$ cat config.mk
export PLATFORM = sky130hd
export DESIGN_NAME = interrupt_controller
export DESIGN_NICKNAME = d
export VERILOG_FILES = /design/src/rtl/interrupt_controller.sv
export SDC_FILE = /design/constraint.sdc
export NUM_CORES = 1
export LEC_CHECK = 0
export ABC_CLOCK_PERIOD_IN_PS = 1700
export BUFFER_PORTS_ARGS = -buffer_cell sky130_fd_sc_hd__buf_4
export CAP_MARGIN = 5
export CORE_MARGIN = 2
export CORE_UTILIZATION = 25
export DETAILED_ROUTE_END_ITERATION = 10
export GPL_TIMING_DRIVEN = 0
export PLACE_DENSITY = 0.51
export SETUP_SLACK_MARGIN = 0.1
export SYNTH_ARGS = -nofsm -noshare
export SYNTH_HDL_FRONTEND = slang
export SYNTH_SLANG_ARGS = --single-unit
$ cat constraint.sdc
create_clock -name clk -period 1.7 [get_ports clk]
set_input_delay 0.34 -clock clk [delete_from_list [all_inputs] [get_ports clk]]
set_output_delay 0.34 -clock clk [all_outputs]
set_load 0.03 [all_outputs]
$ cat src/rtl/interrupt_controller.sv
// Eight-line edge-triggered interrupt controller: latch, mask, prioritise and hand-shake with the trap microroutine.
// Optional IRQ_SYNC_EN inserts a two-flop synchroniser on every irq_in bit ahead of the edge detector.
module interrupt_controller #(
    parameter logic [7:0] VECTOR_BASE   = 8'h00,
    parameter logic [7:0] VECTOR_STRIDE = 8'h02
) (
    input  logic       clk,
    input  logic       arst,
    input  logic [7:0] irq_in,
    input  logic       irq_en,
    input  logic [7:0] z_bus,
    input  logic       ctrl_irq_masks_wrt,
    input  logic       ctrl_int_ack,
    input  logic       ctrl_clear_all_ints,
    output logic       int_pending,
    output logic [7:0] int_vector,
    output logic [7:0] irq_masks,
    output logic [7:0] irq_status,
    output logic       ack_valid
);

    typedef enum logic [1:0] {
        ST_IDLE,
        ST_REQ,
        ST_ACK
    } state_t;

    state_t     state;
    state_t     state_next;
    logic [7:0] irq_src;
    logic [7:0] irq_samp;
    logic [7:0] irq_prev;
    logic [2:0] prime_cnt;
    logic       detect_en;
    logic [7:0] rise;
    logic [7:0] qualified;
    logic       pend_raw;
    logic [2:0] sel_idx;
    logic [7:0] sel_vector;
    logic       ack_accept;
    logic [7:0] status_next;
    logic [7:0] hold_vector;

`ifdef IRQ_SYNC_EN
    localparam logic [2:0] PRIME_CYCLES = 3'd4;
    logic [7:0] sync1;
    logic [7:0] sync2;

    always_ff @(posedge clk) begin
        if (arst) begin
            sync1 <= 8'h00;
            sync2 <= 8'h00;
        end else begin
            sync1 <= irq_in;
            sync2 <= sync1;
        end
    end

    assign irq_src = sync2;
`else
    localparam logic [2:0] PRIME_CYCLES = 3'd2;
    assign irq_src = irq_in;
`endif

    // Edges are suppressed until the sample chain has refilled after reset,
    // so a line already high at reset release never looks like a 0->1 transition.
    always_ff @(posedge clk) begin
        if (arst) begin
            irq_samp  <= 8'h00;
            irq_prev  <= 8'h00;
            prime_cnt <= 3'd0;
        end else begin
            irq_samp <= irq_src;
            irq_prev <= irq_samp;
            if (prime_cnt < PRIME_CYCLES) begin
                prime_cnt <= prime_cnt + 3'd1;
            end
        end
    end

    assign detect_en = (prime_cnt >= PRIME_CYCLES);
    assign rise      = irq_samp & ~irq_prev & {8{detect_en}};
    assign qualified = irq_status & irq_masks;
    assign pend_raw  = irq_en & (|qualified);

    always_comb begin
        sel_idx = 3'd0;
        for (int i = 7; i >= 0; i--) begin
            if (qualified[i]) begin
                sel_idx = 3'(i);
            end
        end
    end

    assign sel_vector = VECTOR_BASE + ({5'd0, sel_idx} * VECTOR_STRIDE);
    assign ack_accept = (state == ST_REQ) && ctrl_int_ack && pend_raw;

    // Priority of simultaneous events: ack clear, then new edges, then clear-all overrides both.
    always_comb begin
        status_next = irq_status;
        if (ack_accept) begin
            status_next[sel_idx] = 1'b0;
        end
        status_next = status_next | rise;
        if (ctrl_clear_all_ints) begin
            status_next = 8'h00;
        end
    end

    always_ff @(posedge clk) begin
        if (arst) begin
            state       <= ST_IDLE;
            irq_status  <= 8'h00;
            irq_masks   <= 8'h00;
            hold_vector <= 8'h00;
        end else begin
            state      <= state_next;
            irq_status <= status_next;
            if (ctrl_irq_masks_wrt) begin
                irq_masks <= z_bus;
            end
            if (ack_accept) begin
                hold_vector <= sel_vector;
            end
        end
    end

    always_comb begin
        state_next = state;
        case (state)
            ST_IDLE: begin
                if (pend_raw) begin
                    state_next = ST_REQ;
                end
            end
            ST_REQ: begin
                if (ack_accept) begin
                    state_next = ST_ACK;
                end else if (!pend_raw) begin
                    state_next = ST_IDLE;
                end
            end
            ST_ACK: begin
                state_next = pend_raw ? ST_REQ : ST_IDLE;
            end
            default: begin
                state_next = ST_IDLE;
            end
        endcase
    end

    // During ACK the sequencer sees the held vector and no new pending request.
    always_comb begin
        ack_valid   = (state == ST_ACK);
        int_pending = pend_raw && (state != ST_ACK);
        int_vector  = 8'h00;
        if (state == ST_ACK) begin
            int_vector = hold_vector;
        end else if (pend_raw) begin
            int_vector = sel_vector;
        end
    end

endmodule

After elaboration in Yosys (flattened, before gate mapping)
Cells that the tools add are included.
Operators by class
  mux-type cells: 18
  reduce and logical (&&, ||, !) cells: 8
  magnitude comparators: 4
  eq/ne operators: 5
  add/subtract/negate cells: 1
  bitwise logic cells: 8
Operators by type and width (count)
  bitwise AND 8 bit: 4
  2-to-1 mux 3 bit: 8
  inverter 8 bit: 2
  2-to-1 mux 4 bit: 2
  2-to-1 mux 8 bit: 1
  bitwise OR 8 bit: 1
  OR reduction 8 bit: 1
  2-to-1 mux 2 bit: 3
  one-hot mux 2 bit (3 select lines): 1
  logical AND 1 bit: 4
  < comparator 3 x 4 -> 1 bit, second input constant: 1
  inequality test 2 bit, second input constant: 2
  adder 3 x 1 -> 3 bit, second input constant: 1
  demux 1 bit (select 3 bit): 1
  >= comparator 3 x 1 -> 1 bit, second input constant: 1
  >= comparator 3 x 2 -> 1 bit, second input constant: 1
  < comparator 3 x 2 -> 1 bit, second input constant: 1
  inequality test 3 bit, second input constant: 1
  equality test 2 x 1 -> 1 bit, second input constant: 1
  equality test 2 bit, second input constant: 1
  zero test 2 bit: 1
  2-to-1 mux 1 bit: 2
  AND reduction 2 bit: 1
  OR reduction 2 bit: 1
  bitwise AND 1 bit: 1
Word-level totals
  output and inout port bits: 26
  register bits after elaboration: 40
  logic and storage cells: 51
  bits of input ports: 22

Longest topological paths before layout
Gate-level depths: netlist of run 1.
  depth in word-level cells: 17
  mapped depth: 5
  depth with buffers taken out: 4

Worst setup path after synthesis of run 1
No wires, ideal clock.
  path type: flip-flop to output port
  from: register irq_masks[0]
  to: output port int_vector[3]
  data required time: 1.360 ns
  stages on the path, launching flop included: 4
  path slack: -0.747 ns
  path buffers: 0
  data arrival time: 2.107 ns
  path through: dfxtp_1 a22oi_1 nand2_1 o41ai_1
On the way
  longest elaborated chain between the ends: 5
  elaborated cells on any way between the ends: 6
  those cells by class: mux: 3; bitwise: 2; reduce/logical: 1
RTL lines
  start: declaration: RTL line 17  | output logic [7:0] irq_masks,
  start signal: assignment: RTL line 120  | irq_masks <= z_bus;
  bitwise AND 8 bit *: RTL line 83  | assign qualified = irq_status & irq_masks;
  OR reduction 8 bit: RTL line 84  | assign pend_raw = irq_en & (|qualified);
  bitwise AND 1 bit: RTL line 84
  2-to-1 mux 4 bit *: RTL line 159  | end else if (pend_raw) begin
  2-to-1 mux 4 bit *: RTL line 157  | if (state == ST_ACK) begin
  end: declaration: RTL line 16  | output logic [7:0] int_vector,
Every way passes the cells marked *; elsewhere a longest branch is shown, timed or not.

Worst setup path after layout of run 1
  from: register irq_masks[0]
  to: output port int_vector[1]
Same word-level chain as after synthesis.

==> results of run 1 <==
cells in the final DEF, fill, tap and decap left out, types with 2 or more instances in the layout:
master / count
dfxtp_2: 14
nand2_1: 9
mux2i_1: 8
inv_1: 2
nor3b_1: 8
o21ai_0: 6
nand3b_1: 2
clkbuf_1: 7
conb_1: 5
clkbuf_8: 6
buf_6: 4
nor2_1: 15
a22oi_2: 4
dfxtp_4: 2
dfxtp_1: 24
nor4_2: 2
nand4_1: 3
buf_4: 55
nor4_1: 2
a22o_1: 3
nor2b_1: 17
nor3_1: 4
a21oi_1: 12
where the power goes:
| part | switching, mW | total [mW] | internal (mW) |
|---|---|---|---|
| combinational | 0.225 | 0.403 | 0.178 |
| clock | 0.310 | 0.641 | 0.331 |
| sequential | 0.0576 | 1.06 | 1.01 |
| total | 0.593 | 2.11 | 1.52 |
state kept, by name, summed over array words and instances, names as in the netlist:
signal	count
hold_vector	3
irq_masks	8
irq_prev	8
irq_samp	8
irq_status	8
prime_cnt	3
state	2
metrics by stage:
step,cells,setup slack (ps),power [mW],TNS [ps]
2_1_floorplan,176,34.5,1.33,0
3_3_place_gp,293,-109,1.45,-118
3_5_place_dp,293,-100,1.46,-101
4_1_cts,312,-281,2.12,-857
5_1_grt,315,-322,2.22,-1160
6_report,315,-246,2.11,-836
cell type report:
cell class / instances / area, um2 / share of cell area
well taps: 77 / 96.3 / 0.0403
plain buffers: 12 / 67.6 / 0.0283
inverters: 2 / 7.51 / 0.00314
multi-input cells: 122 / 882 / 0.369
clock buffers: 8 / 90.1 / 0.0377
flip-flops and latches: 40 / 826 / 0.346
repair buffers: 54 / 420 / 0.176
metal layers:
| layer | GRT usage | vias to the layer above | routed length (um) |
|---|---|---|---|
| li1 | - | 733 | - |
| met1 | 0.137 | 668 | 1690 |
| met2 | 0.184 | 41 | 1940 |
| met3 | 0.0295 | 4 | 243 |
| met4 | 0.0346 | 0 | 45 |
| met5 | 0 | - | 0 |
timing repair:
item | in CTS | in global routing
gates resized for setup | 7 | 8
buffers inserted | 11 | 3
endpoints found under the setup margin | 5 | 6
pin swaps | 7 | 6
hold endpoints to repair | 0 | 0
gates cloned | 0 | 0
cell usage after synthesis (all sizes together), types with 2 or more instances:
master / number
nor2b: 17
a22oi: 4
inv: 2
nor3b: 8
clkbuf: 6
a21oi: 12
o21ai: 8
a22o: 4
nand2: 10
nand4: 3
nor4: 4
buf: 6
dfxtp: 40
mux2i: 8
nand3b: 2
nor2: 17
nor3: 4
logic make-up (layout without fill, tap and decap cells):
group	count (synthesis)	count (layout)	share of synthesized area
XOR/XNOR	1	1	0.00540
flip-flops	40	40	0.494
AND/OR/NAND/NOR	68	68	0.228
other	1	5	0.00231
multiplexers	8	8	0.0494
AO/OA/AOI/OAI	39	39	0.170
adder cells (fa/ha/maj)	1	1	0.00771
buffers and inverters	14	76	0.0440
path summary, 6_finish.rpt:
check	start	to	slack (ps)	cells after the start
max	irq_masks[0]	int_vector[1]	-250	5
min	ctrl_clear_all_ints	irq_status[2]	230	2
max reg2reg	irq_masks[0]	irq_status[6]	170	6
min reg2reg	irq_samp[3]	irq_prev[3]	460	1
==> impl_metrics.py, run 1 <==
metrics = {
    "logic_synthesis": {
        "yosysSeqAreaShare": 0.494,
        "synth_area_per_cell_um2": 9.43,
        "synth_edf_count": 0,
        "yosys.cell_types.count": 35,
        "syn_area_um2": 1620,
        "synth-seq-cells": 40,
        "netlist_instances": 172,
        "synthTopCellsByArea": "dfxtp_1 49%, nor2b_1 6.6%, mux2i_1 4.9%",
        "ys.flop_type": "dfxtp_1",
        "synth-warning-count": 0,
        "async_reset_ff_frac": 0,
        "synth_top_cell_area_share": 0.494,
        "yosys.area.top_type": "dfxtp_1",
    },
    "clocking": {
        "clk_path_buf_depth": 2,
        "cts_max_level": 2,
        "cts_hold_buf": 0,
        "insertion_delay_ps": 290,
        "clock_sinks": 40,
        "cts_inserted_buffers": 5,
        "cts_tree": "built",
        "path_clk_slew_ps": 70,
        "root_buffer": "clkbuf_8",
    },
    "status": {
        "violations": "setup timing",
        "outcome": "finished with violations",
    },
    "critical_path": {
        "slowest_stage": "dfxtp_4",
        "cp.required_ps": 1360,
        "cp_max_fo": 4,
        "worstSetupPathType": "reg -> out",
        "critPathBufInv": 1,
        "cp-end-kind": "output port",
        "critPathTopFamily": "compound AO/OA/AOI/OAI gates",
        "cp-start-kind": "flip-flop",
        "crit_chain": "a22oi_2, a41o_1, nor2_4, a22o_4, buf_6",
        "max_stage_delay_ps": 350,
        "critPathArrivalTime_ps": 1610,
    },
    "timing": {
        "final_hold_viol_count": 0,
        "tightest_slew_ps": 539,
        "slew_viol_final": 0,
        "max_freq_mhz": 514,
        "finClkSkew_ps": 9.22,
        "rsz0062_at_grt": "true",
        "period_minus_slack_ps": 1950,
        "whs_ps": 230,
        "period_share": 1.14,
        "maxSlewHeadroom": 0.640,
        "finalWorstSetupSlack_ps": -246,
        "finalSetupViolations": 4,
    },
    "route": {
        "totalWireLength_um": 3920,
        "antenna_left": 0,
        "route.detailed.drc": 0,
        "firstDrtPassIters": 4,
        "routedWlPerCell_um": 12.4,
        "drtIter0Drc": 40,
        "vias": 1446,
        "viasPerCell": 4.59,
    },
    "global_routing": {
        "grt_start_max_net_pins": 12,
        "grt_pass1_wl_um": 6290,
        "grt_pass1_vias": 1326,
        "grt_util_all_layers": 0.110,
        "grt.overflow.total": 0,
        "grt_antenna_before_repair": 0,
    },
    "floorplan": {
        "die_h_um": 84.5,
        "placement_rows": 29,
        "coreArea_um2": 6310,
        "dieArea_um2": 7150,
        "initial_core_util": 0.257,
        "pin_count": 48,
        "fp.dieW_um": 84.5,
    },
    "layout": {
        "n_antenna_cell": 0,
        "finish.net_count": 260,
        "n_fill_cell": 659,
        "final_layout_size_suffix_gt1_frac": 0.416,
        "final_area_um2": 2390,
        "syn_to_final_growth_pct": 47.4,
        "final_core_util": 0.379,
    },
    "pwr": {
        "power_density_nw_per_um2": 882,
        "total_leakage_power_nw": 0.991,
        "peakVddDrop_mv": 0.369,
    },
    "place": {
        "place_congestion": 0.814,
        "io_buffers": 40,
        "place_area_um2": 2120,
        "dpl.hpwl_um": 2890,
    },
    "worst_hold_path": {
        "min_path_type": "in -> reg",
    },
    "run": {
        "drv_cap": 0,
    },
}
Note: power is estimated with default switching activity, not from simulation.
==> run 2, diff against run 1 <==
--- a/config.mk
+++ b/config.mk
@@ -11,9 +11,10 @@
 export CORE_MARGIN = 2
 export CORE_UTILIZATION = 25
 export DETAILED_ROUTE_END_ITERATION = 10
-export GPL_TIMING_DRIVEN = 0
+export GPL_ROUTABILITY_DRIVEN = 0
 export PLACE_DENSITY = 0.51
 export SETUP_SLACK_MARGIN = 0.1
+export SLEW_MARGIN = 0
 export SYNTH_ARGS = -nofsm -noshare
 export SYNTH_HDL_FRONTEND = slang
 export SYNTH_SLANG_ARGS = --single-unit
==> run 2 against run 1 <==
  * The flow still finishes with violations (setup timing)
  * Sequential power hardly changed
  * First-iteration DRC count is 5.0% lower
  * Wire length is 0.56% higher
  * Final cell count is 1.6% lower
  * Hold slack better by 7.5 ps
  * Clock-buffer cell count stayed put
==> impl_metrics.py, run 2 (synthesized netlist as in run 1, its figures left out) <==
metrics = {
    "critical_path": {
        "max_stage_delay_ps": 350,
        "cp_max_fo": 4,
        "slowest_stage": "dfxtp_4",
        "cp-end-kind": "output port",
        "critPathArrivalTime_ps": 1580,
        "cp-start-kind": "flip-flop",
        "crit_chain": "a22oi_2, a41o_1, nor2_4, a22o_4, buf_6",
        "cp.required_ps": 1360,
        "worstSetupPathType": "reg -> out",
    },
    "layout": {
        "n_fill_cell": 657,
        "final_common_cell": "buf_4",
        "fin_cells": 310,
        "final_area_um2": 2340,
        "syn_to_final_growth_pct": 44.3,
        "n_antenna_cell": 0,
        "mostFrequentLayoutCells": "58 x buf_4, 24 x dfxtp_1, 17 x nor2b_1",
        "final_layout_size_suffix_gt1_frac": 0.421,
        "final_core_util": 0.371,
        "finish.net_count": 255,
    },
    "pwr": {
        "clockPowerShare": 0.307,
        "power_density_nw_per_um2": 896,
        "post-layout-total-power_mw": 2.10,
        "internal_power_mw": 1.51,
        "switchingPower_mw": 0.590,
        "power_frac_comb": 0.188,
        "peakVddDrop_mv": 0.330,
        "total_leakage_power_nw": 0.988,
        "p_seq_frac": 0.505,
        "swShare": 0.281,
    },
    "clocking": {
        "root_buffer": "clkbuf_8",
        "insertion_delay_ps": 290,
        "cts_tree": "built",
        "path_clk_slew_ps": 70,
        "clk_path_buf_depth": 2,
        "cts_max_level": 2,
        "clock_sinks": 40,
        "cts_inserted_buffers": 5,
    },
    "timing": {
        "finalWorstSetupSlack_ps": -218,
        "period_minus_slack_ps": 1920,
        "finClkSkew_ps": 4.13,
        "final_hold_viol_count": 0,
        "max_freq_mhz": 521,
        "maxSlewHeadroom": 0.579,
        "slew_viol_final": 0,
        "period_share": 1.13,
        "finalSetupViolations": 4,
        "setup_tns_ps": -695,
        "tightest_slew_ps": 629,
        "rsz0062_at_grt": "true",
    },
    "global_routing": {
        "grt_start_max_net_pins": 37,
        "grt_pass1_vias": 1308,
        "grt.overflow.total": 0,
        "grt_pass1_wl_um": 6110,
        "grt_antenna_before_repair": 0,
        "grt_util_all_layers": 0.108,
    },
    "run": {
        "drv_cap": 0,
    },
    "floorplan": {
        "die_h_um": 84.5,
        "fp.dieW_um": 84.5,
        "coreArea_um2": 6310,
        "dieArea_um2": 7150,
        "initial_core_util": 0.257,
        "placement_rows": 29,
        "pin_count": 48,
    },
    "route": {
        "routedWlPerCell_um": 12.7,
        "antenna_left": 0,
        "route.detailed.drc": 0,
        "vias": 1425,
        "viasPerCell": 4.60,
        "firstDrtPassIters": 5,
        "drtIter0Drc": 38,
        "totalWireLength_um": 3940,
    },
    "place": {
        "place_area_um2": 2160,
        "dp_cells": 295,
        "dpl.hpwl_um": 2920,
        "io_buffers": 42,
    },
    "worst_hold_path": {
        "min_path_type": "in -> reg",
    },
    "status": {
        "violations": "setup timing",
        "outcome": "finished with violations",
    },
}
run 2: cell types whose count changed in the layout (fill, tap and decap cells not counted), moves of 2 or more:
| cell | previous run | this run |
|---|---|---|
| clkbuf_1 | 7 | 2 |
| nor4_1 | 2 | 4 |
| buf_4 | 55 | 58 |
| nor4_2 | 2 | 0 |
run 2: area by class of cell:
type	instances	area [um2]	share of cell area
Tap cell	77	96.3	0.0412
Multi-Input combinational cell	122	848	0.363
Inverter	2	7.51	0.00321
Timing Repair Buffer	61	469	0.201
Clock buffer	8	90.1	0.0385
Sequential cell	40	828	0.354
run 2: per-stage QoR:
| stage | setup slack, ps | hold slack [ps] |
|---|---|---|
| 3_3_place_gp | -8.52 | 445 |
| 3_5_place_dp | -21.7 | 448 |
| 6_report | -218 | 237 |
| 2_1_floorplan | 34.5 | 401 |
| 4_1_cts | -244 | 228 |
| 5_1_grt | -297 | 234 |
run 2: final timing paths:
check | endpoint | slack, ps | start | cells past startpoint
setup / recovery | int_vector[1] | -220 | irq_masks[0] | 5
hold reg to reg | irq_prev[5] | 460 | irq_samp[5] | 1
setup reg to reg | irq_status[4] | 200 | irq_masks[0] | 6
hold / removal | irq_status[2] | 240 | ctrl_clear_all_ints | 2
run 2: power groups by stage:
| stage | registers, mW | logic (mW) | clock network [mW] |
|---|---|---|---|
| after floorplan | 1.11 | 0.216 | 0 |
| after global placement | 1.08 | 0.379 | 0 |
| after detailed placement | 1.08 | 0.384 | 0 |
| after CTS | 1.06 | 0.397 | 0.667 |
| after global routing | 1.07 | 0.437 | 0.702 |
| final | 1.06 | 0.395 | 0.643 |
run 2: what timing repair did:
item                                    in CTS  in global routing
endpoints found under the setup margin       4                  4
setup buffers                                5                  2
gates resized for setup                      5                  5
hold buffers                                 0                  0
pin swaps                                    4                  6
run 2: worst max-delay path: cells and delay by family, from the launching register on:
family	cells	cell delay, ps
and+or+nand+nor	1	50
DFF	1	350
buffers and inverters	1	130
AOI/OAI and AO/OA	3	760
run 2: per-layer routing:
metal	up-vias	routed length [um]	GRT usage
met1	664	1790	0.131
met4	0	59	0.0433
met2	30	1900	0.179
met5	-	0	0
met3	5	185	0.0344
li1	726	-	-
==> run 3, diff against run 2 <==
--- a/config.mk
+++ b/config.mk
@@ -5,7 +5,7 @@
 export SDC_FILE = /design/constraint.sdc
 export NUM_CORES = 1
 export LEC_CHECK = 0
-export ABC_CLOCK_PERIOD_IN_PS = 1700
+export ABC_CLOCK_PERIOD_IN_PS = 2000
 export BUFFER_PORTS_ARGS = -buffer_cell sky130_fd_sc_hd__buf_4
 export CAP_MARGIN = 5
 export CORE_MARGIN = 2
==> constraint.sdc (replaced) <==
create_clock -name clk -period 2 [get_ports clk]
set_input_delay 0.4 -clock clk [delete_from_list [all_inputs] [get_ports clk]]
set_output_delay 0.4 -clock clk [all_outputs]
set_load 0.03 [all_outputs]
==> run 3 against run 2 <==
  * The run still ends with setup timing left
  * Register-to-register slack improved by 250 ps
  * Sequential share of layout area increased by 0.91 points
  * Flip-flop and latch count unchanged
  * Critical path depth unchanged
  * Die area unchanged
  * Clock skew increased by 8.1 ps
  * Total power decreased by 11%
  * Wire length decreased by 3.8%
  * First-iteration DRC count increased by 7.9%
  * Final area decreased by 4.3%
  * Final cell count decreased by 3.5%
  * Setup slack improved by 180 ps
  * Largest power group unchanged
  * Highest routed layer unchanged
==> impl_metrics.py, run 3 (synthesized netlist as in run 1, its figures left out) <==
metrics = {
    "timing": {
        "finalSetupViolations": 1,
        "finalWorstSetupSlack_ps": -38.1,
        "final_hold_viol_count": 0,
        "tightest_slew_ps": 664,
        "finClkSkew_ps": 12.2,
        "max_freq_mhz": 491,
        "rsz0062_at_grt": "true",
        "maxSlewHeadroom": 0.555,
        "slew_viol_final": 0,
        "period_share": 1.02,
        "period_minus_slack_ps": 2040,
    },
    "layout": {
        "syn_to_final_growth_pct": 38.1,
        "n_fill_cell": 695,
        "final_layout_size_suffix_gt1_frac": 0.356,
        "mostFrequentLayoutCells": "48 x buf_4, 32 x dfxtp_1, 17 x nor2b_1",
        "finish.net_count": 244,
        "fin_cells": 299,
        "final_area_um2": 2240,
        "n_antenna_cell": 0,
        "final_common_cell": "buf_4",
    },
    "clocking": {
        "cts_tree": "built",
        "root_buffer": "clkbuf_8",
        "cts_inserted_buffers": 5,
        "clk_path_buf_depth": 2,
        "insertion_delay_ps": 290,
        "path_clk_slew_ps": 70,
        "cts_max_level": 2,
        "clock_sinks": 40,
    },
    "critical_path": {
        "worstRegToRegCells": 6,
        "cp-start-kind": "flip-flop",
        "cp-end-kind": "output port",
        "critPathArrivalTime_ps": 1640,
        "cp_max_fo": 6,
        "worstSetupPathType": "reg -> out",
        "cp.required_ps": 1600,
    },
    "place": {
        "dp_cells": 288,
        "dpl.hpwl_um": 2870,
        "place_area_um2": 2060,
        "io_buffers": 42,
    },
    "pwr": {
        "clockPowerShare": 0.345,
        "peakVddDrop_mv": 0.318,
        "power_density_nw_per_um2": 832,
        "internal_power_mw": 1.36,
        "switchingPower_mw": 0.506,
        "swShare": 0.271,
        "p_seq_frac": 0.483,
        "total_leakage_power_nw": 0.929,
        "power_frac_comb": 0.172,
        "post-layout-total-power_mw": 1.86,
    },
    "run": {
        "drv_cap": 0,
    },
    "route": {
        "vias": 1365,
        "drtIter0Drc": 41,
        "viasPerCell": 4.57,
        "totalWireLength_um": 3790,
        "antenna_left": 0,
        "firstDrtPassIters": 4,
        "route.detailed.drc": 0,
        "routedWlPerCell_um": 12.7,
    },
    "status": {
        "outcome": "finished with violations",
        "violations": "setup timing",
    },
    "global_routing": {
        "grt_antenna_before_repair": 0,
        "grt.overflow.total": 0,
        "grt_pass1_vias": 1243,
        "grt_start_max_net_pins": 37,
        "grt_util_all_layers": 0.109,
        "grt_pass1_wl_um": 6200,
    },
    "worst_hold_path": {
        "min_path_type": "in -> reg",
        "worst_hold_path.num_cells": 2,
    },
    "floorplan": {
        "fp.dieW_um": 84.5,
        "pin_count": 48,
        "die_h_um": 84.5,
        "dieArea_um2": 7150,
        "initial_core_util": 0.257,
        "placement_rows": 29,
        "coreArea_um2": 6310,
    },
}
run 3: cell types whose count changed in the layout (fill, tap and decap cells not counted), sizes merged:
cell	delta
clkinv	+1
bufinv	+1
clkbuf	-2
buf	-11
run 3: per-stage QoR:
step	setup slack (ps)	util	hold WS, ps	setup TNS [ps]
3_5_place_dp	141	0.327	448	0
4_1_cts	-61.6	0.352	299	-123
6_report	-38.1	0.355	310	-38.1
5_1_grt	-129	0.355	316	-304
2_1_floorplan	102	-	429	0
3_3_place_gp	174	0.327	441	0
run 3: per-layer routing:
metal	global-route usage	up-vias	part of all wire
met5	0	-	0
met4	0.0361	0	0.0095
met3	0.0354	4	0.055
met2	0.170	32	0.47
met1	0.143	631	0.46
li1	-	698	-
run 3: power by group through the flow:
stage               combinational [mW]  sequential (mW)  clock, mW
finish                           0.321            0.900      0.643
global route                     0.358            0.908      0.686
CTS                              0.325            0.901      0.664
detailed placement               0.318            0.918          0
global placement                 0.314            0.915          0
floorplan                        0.181            0.943          0
run 3: final cells by class:
class | count | area, um2 | share of cell area
Clock buffer | 6 | 72.6 | 0.0324
Clock inverter | 2 | 35.0 | 0.0156
Inverter | 2 | 7.51 | 0.00335
Multi-Input combinational cell | 122 | 832 | 0.372
Sequential cell | 40 | 813 | 0.363
Tap cell | 77 | 96.3 | 0.0430
Timing Repair Buffer | 50 | 383 | 0.171
run 3: worst paths after layout:
| check | start | endpoint | slack, ps |
|---|---|---|---|
| worst max-delay path | irq_status[0] | int_vector[1] | -40 |
| worst min-delay path | ctrl_clear_all_ints | irq_status[2] | 310 |
| worst max register to register | irq_status[0] | irq_status[4] | 450 |
| worst min register to register | irq_samp[1] | irq_prev[1] | 460 |
run 3: repair_timing:
| item | in CTS | in global routing |
|---|---|---|
| setup endpoints to repair | 4 | 4 |
| pin swaps | 3 | 4 |
| setup buffers | 2 | 1 |
| resized for setup | 7 | 5 |
| gates cloned | 0 | 0 |
| hold buffers | 0 | 0 |
run 3: critical path, stage by stage (launching register included):
cell	delay [ps]
dfxtp_2	340
a22oi_2	320
a41o_1	300
nor2_4	40
a22o_2	210
buf_6	140
